===== src/rtl/player_input_ctrl.sv =====
// Purpose: polls two SNES-style serial pads once per frame and decodes the D-pad into Tron player directions.
// Latency: 2*CLK_HALF + 2*NUM_BITS*CLK_HALF + 1 cycles from frame_tick to commit (busy falling).
// Backpressure: none; a frame_tick that arrives while busy is dropped, not queued. Optional PLAYER_INPUT_DEBOUNCE_EN.
module player_input_ctrl #(
   parameter int CLK_HALF = 300,
   parameter int NUM_BITS = 16
) (
   input  logic        clock,
   input  logic        reset,
   input  logic        frame_tick,
   input  logic        p1_data,
   input  logic        p2_data,
   output logic        ctrl_latch,
   output logic        ctrl_clk,
   output logic [2:0]  p1_info,
   output logic [2:0]  p2_info,
   output logic [11:0] p1_buttons,
   output logic [11:0] p2_buttons,
   output logic        start_pulse,
   output logic        busy
);

   localparam int CW = $clog2(2*CLK_HALF);
   localparam int IW = $clog2(NUM_BITS);

   localparam logic [CW-1:0] LATCH_LD = CW'(2*CLK_HALF-1);
   localparam logic [CW-1:0] HALF_LD  = CW'(CLK_HALF-1);
   localparam logic [IW-1:0] LAST_BIT = IW'(NUM_BITS-1);
   localparam logic [IW-1:0] BTN_BITS = IW'(12);

   localparam logic [2:0] S_IDLE     = 3'd0;
   localparam logic [2:0] S_LATCH    = 3'd1;
   localparam logic [2:0] S_SHIFT_LO = 3'd2;
   localparam logic [2:0] S_SHIFT_HI = 3'd3;
   localparam logic [2:0] S_COMMIT   = 3'd4;

   localparam logic [2:0] DIR_UP    = 3'b000;
   localparam logic [2:0] DIR_DOWN  = 3'b001;
   localparam logic [2:0] DIR_LEFT  = 3'b010;
   localparam logic [2:0] DIR_RIGHT = 3'b011;
   localparam logic [2:0] DIR_STOP  = 3'b100;

   logic [2:0]    state;
   logic [CW-1:0] cnt;
   logic [IW-1:0] bit_idx;
   logic [11:0]   sh1, sh2;
   logic          st_prev1, st_prev2;
   logic [3:0]    cand1, cand2;
   logic          ok1, ok2;

   // Candidate from the D-pad bits {right,left,down,up}: {valid, dir}, priority Up > Down > Left > Right.
   function automatic logic [3:0] cand_of(input logic [3:0] dpad);
      logic [3:0] c;
      c = {1'b0, DIR_STOP};
      if (dpad[0])      c = {1'b1, DIR_UP};
      else if (dpad[1]) c = {1'b1, DIR_DOWN};
      else if (dpad[2]) c = {1'b1, DIR_LEFT};
      else if (dpad[3]) c = {1'b1, DIR_RIGHT};
      return c;
   endfunction

   // Apply a candidate to the current direction; reversals and empty D-pad hold the current direction.
   function automatic logic [2:0] steer(input logic [2:0] cur, input logic [3:0] cand, input logic ok);
      logic [2:0] nxt;
      nxt = cur;
      if (cand[3] && ok) begin
         if (cur == DIR_STOP)
            nxt = cand[2:0];
         else if (!(cand[1] == cur[1] && cand[0] != cur[0]))
            nxt = cand[2:0];
      end
      return nxt;
   endfunction

   assign busy        = (state != S_IDLE);
   assign ctrl_latch  = (state == S_LATCH);
   assign ctrl_clk    = (state != S_SHIFT_LO);
   assign cand1       = cand_of(sh1[7:4]);
   assign cand2       = cand_of(sh2[7:4]);
   assign start_pulse = (state == S_COMMIT) &&
                        ((sh1[3] && !st_prev1) || (sh2[3] && !st_prev2));

`ifdef PLAYER_INPUT_DEBOUNCE_EN
   logic [3:0] pc1, pc2;

   // A direction change needs the same candidate on two consecutive polls.
   assign ok1 = (cand1 == pc1);
   assign ok2 = (cand2 == pc2);

   // Remember each poll's candidate for the next comparison.
   always_ff @(posedge clock or negedge reset) begin
      if (!reset) begin
         pc1 <= {1'b0, DIR_STOP};
         pc2 <= {1'b0, DIR_STOP};
      end else if (state == S_COMMIT) begin
         pc1 <= cand1;
         pc2 <= cand2;
      end
   end
`else
   assign ok1 = 1'b1;
   assign ok2 = 1'b1;
`endif

   // Poll sequencer: latch pulse, then NUM_BITS low/high serial clock phases, then one commit cycle.
   always_ff @(posedge clock or negedge reset) begin
      if (!reset) begin
         state   <= S_IDLE;
         cnt     <= '0;
         bit_idx <= '0;
         sh1     <= '0;
         sh2     <= '0;
      end else begin
         case (state)
            S_IDLE: begin
               if (frame_tick) begin
                  state <= S_LATCH;
                  cnt   <= LATCH_LD;
               end
            end
            S_LATCH: begin
               if (cnt == '0) begin
                  state   <= S_SHIFT_LO;
                  cnt     <= HALF_LD;
                  bit_idx <= '0;
               end else begin
                  cnt <= cnt - 1'b1;
               end
            end
            S_SHIFT_LO: begin
               if (cnt == '0) begin
                  state <= S_SHIFT_HI;
                  cnt   <= HALF_LD;
                  // Shift in from the top so bit i lands at position i after 12 samples; bits 12+ are discarded.
                  if (bit_idx < BTN_BITS) begin
                     sh1 <= {~p1_data, sh1[11:1]};
                     sh2 <= {~p2_data, sh2[11:1]};
                  end
               end else begin
                  cnt <= cnt - 1'b1;
               end
            end
            S_SHIFT_HI: begin
               if (cnt == '0) begin
                  if (bit_idx == LAST_BIT) begin
                     state <= S_COMMIT;
                  end else begin
                     state   <= S_SHIFT_LO;
                     cnt     <= HALF_LD;
                     bit_idx <= bit_idx + 1'b1;
                  end
               end else begin
                  cnt <= cnt - 1'b1;
               end
            end
            S_COMMIT: state <= S_IDLE;
            default:  state <= S_IDLE;
         endcase
      end
   end

   // Commit buttons, directions and Start history once per completed poll.
   always_ff @(posedge clock or negedge reset) begin
      if (!reset) begin
         p1_info    <= DIR_STOP;
         p2_info    <= DIR_STOP;
         p1_buttons <= '0;
         p2_buttons <= '0;
         st_prev1   <= 1'b0;
         st_prev2   <= 1'b0;
      end else if (state == S_COMMIT) begin
         p1_info    <= steer(p1_info, cand1, ok1);
         p2_info    <= steer(p2_info, cand2, ok2);
         p1_buttons <= sh1;
         p2_buttons <= sh2;
         st_prev1   <= sh1[3];
         st_prev2   <= sh2[3];
      end
   end

endmodule


===== config.mk =====
export PLATFORM = sky130hd
export DESIGN_NAME = player_input_ctrl
export DESIGN_NICKNAME = d
export VERILOG_FILES = /design/src/rtl/player_input_ctrl.sv
export SDC_FILE = /design/constraint.sdc
export NUM_CORES = 1
export LEC_CHECK = 0
export ABC_AREA = 1
export CORE_MARGIN = 1
export CORE_UTILIZATION = 45
export DETAILED_ROUTE_END_ITERATION = 7
export GPL_TIMING_DRIVEN = 1
export HOLD_SLACK_MARGIN = 0.05
export PLACE_DENSITY = 0.75
export SYNTH_ARGS = -nofsm -noshare
export SYNTH_HDL_FRONTEND = slang
export SYNTH_SLANG_ARGS = --single-unit

===== constraint.sdc =====
create_clock -name clock -period 4.2 [get_ports clock]
set_input_delay 0.84 -clock clock [delete_from_list [all_inputs] [get_ports clock]]
set_output_delay 0.84 -clock clock [all_outputs]
set_load 0.01 [all_outputs]

==> impl_metrics.ini <==
[status]
status = finished, final reports clean

[power_and_ir_drop]
power_frac_seq_pct = 51.8
power_frac_clock_pct = 46.9
vdd_drop_max_uv = 212
power_mw = 1.32
p_switching_mw = 0.291
p_sw_share_pct = 22.1
pwr-share-comb_pct = 1.3
power_density_nw_per_um2 = 335
p_leak_nw = 1.86
intPower_mw = 1.03

[final_layout]
syn_to_final_growth_pct = 19.9
drive_above_1_share_pct = 8.03
final_util_pct = 57.0
antenna_cells = 0
final_nets = 438

[floorplanning]
core_area_um2 = 6910
die_w_um = 87.4
die_h_um = 87.4
rows = 30
fp.dieArea_um2 = 7640
io_pins = 39
initial_core_util_pct = 47.5

[grt]
overflow = 0
grt_pass1_vias = 2480
grt_pass1_wl_um = 11000
grt_max_degree = 49
antenna_found_initial = 0
gr-usage-all-layers_pct = 18.7

[synth]
synth.distinct_cells = 30
synth_area_leader_cell = dfrtp_1
synth_edf_count = 0
yosys_warnings = 0
yosys-top-cells-area = dfrtp_1, nand2_1, o21ai_0
synth_most_common_cell = nand2_1
synth_top_flop_cell = dfrtp_1
syn_area_um2 = 3280
syn_nets = 400
netlist_instances = 393
async_reset_ff_share_pct = 100
ys_ff_latch = 71
yosysTopAreaCellShare_pct = 52.6
seq_area_frac_synth_pct = 54.2
synth_common_cells = nand2_1, dfrtp_1, inv_1, o21ai_0, nand3_1
avgSynthCellArea_um2 = 8.35

[timing]
clock.fmax_mhz = 302
tightest_slew_ns = 0.910
clock_skew_ns = 0.00724
min_period_over_period_pct = 79.0
rsz0062_at_grt = false
final-setup-viol-count = 0
whs_ns = 0.467
finalSetupTns_ns = 0
min_period_ns = 3.32
slew_headroom_pct = 39.4
finalHoldViolations = 0
drv_slew = 0

[placement]
port_buffers = 38
place_hpwl_um = 4360
place.gp.congestion = 0.904

[clock_tree]
ctsHoldBuffers = 0
clock_path_buffers = 2
insertion_delay_ns = 0.34
cts_buffers = 9
cts_resized = 0
cts_tree = done
cts_num_sinks = 71
cts.clk_slew.worst_paths_ns = 0.08
cts_setup_buffers = 0
clock-root-buffer = clkbuf_8
cts.htree.levels = 3

[job]
max-cap-violations = 0

[critical_path]
cp-start-kind = flop
crit_required_ns = 3.36
path_class = reg2out
worstPathArrival_ns = 2.48
cp_max_fo = 48
worstSetupEndpointType = output port

[drt]
vias = 2615
vias_per_cell = 4.92
wirelength_um = 6320
firstDrtPassIters = 4
wire_per_inst_um = 11.9
ant_nets = 0
drc_errors = 0
dr.first_iter.drc_count = 217

[worst_hold_path]
min_path_type = reg2reg
[per-stage QoR]
step                      area [um2]  instances  worst slack, ns
after CTS                       3930        532            0.872
after detailed placement        3710        516             1.25
after global placement          3710        516             1.30
final                           3930        532            0.884
after floorplan                 3280        393             1.97
after global routing            3930        532            0.684
[final cells by class]
cell class	instances	area, um2
fill	615	2970
multi-input combinational	253	1210
inverter	56	210
clock buffer	9	124
timing repair buffer	40	390
sequential	71	1780
clock inverter	7	103
tap	96	120
[placed cells by master (no fill, tap or decap), types with 2 or more instances in the layout]
cell type / Yosys / routed
o21ai_0: 51 / 51
inv_6: 0 / 2
dfstp_2: 2 / 2
nor2_1: 12 / 12
nor2_2: 2 / 2
clkinv_4: 0 / 2
clkbuf_8: 0 / 9
clkdlybuf4s50_1: 0 / 37
a21oi_1: 4 / 4
xor2_1: 5 / 5
bufinv_16: 0 / 2
nand3_1: 24 / 24
buf_4: 4 / 2
nand4_1: 8 / 8
dfrtp_1: 69 / 69
nand2_2: 3 / 3
nand2_1: 127 / 127
ha_1: 2 / 2
nor2_4: 3 / 3
inv_1: 55 / 55
o21ai_1: 2 / 2
[kinds of logic after synthesis]
logic type	share of synthesized area [%]
xor+xnor	1.33
compound gates	9.95
simple gates	24.7
flops	54.2
fa+ha+maj	0.762
buf+inv	9.00
[worst paths after layout]
path / endpoint / startpoint / cells after the start / slack, ns
min in group asynchronous: p2_buttons[5] / reset / 1 / 0.62
setup / recovery: start_pulse / state[0] / 6 / 0.88
setup reg to reg: sh2[5] / cnt[0] / 10 / 1.89
max in group asynchronous: p1_info[2] / reset / 2 / 2.60
hold reg to reg: p1_info[2] / p1_info[2] / 2 / 0.47
hold / removal: p1_info[2] / p1_info[2] / 2 / 0.47
[layer usage]
layer	global-route usage [%]	part of all wire, %	vias up
met5	0	0	-
met4	8.64	1.9	0
met3	3.70	3.2	14
met2	30.0	47	53
met1	24.4	48	1240
li1	-	-	1308
[flip-flops by register name, indices dropped and copies added (netlist names)]
name,flops
bit_idx,4
p2_info,3
cnt,10
sh1,12
p2_buttons,12
sh2,12
p1_buttons,12
state,3
p1_info,3
[worst max-delay path, cell delays in order (launching register included)]
cell and delay (ns):
dfrtp_1 0.43, nor2_2 0.20, inv_1 0.10, nor2_4 0.20
inv_2 0.30, o32ai_1 0.31, clkdlybuf4s50_1 0.58
[power by group through the flow]
| stage | registers, mW | logic (mW) | clock network (mW) |
|---|---|---|---|
| CTS | 0.683 | 0.0187 | 0.628 |
| global placement | 0.697 | 0.0182 | 0 |
| global route | 0.683 | 0.0208 | 0.656 |
| detailed placement | 0.697 | 0.0188 | 0 |
| floorplan | 0.697 | 0.000611 | 0 |
| finish | 0.683 | 0.0174 | 0.618 |
Power figures use the tool's default switching activity.
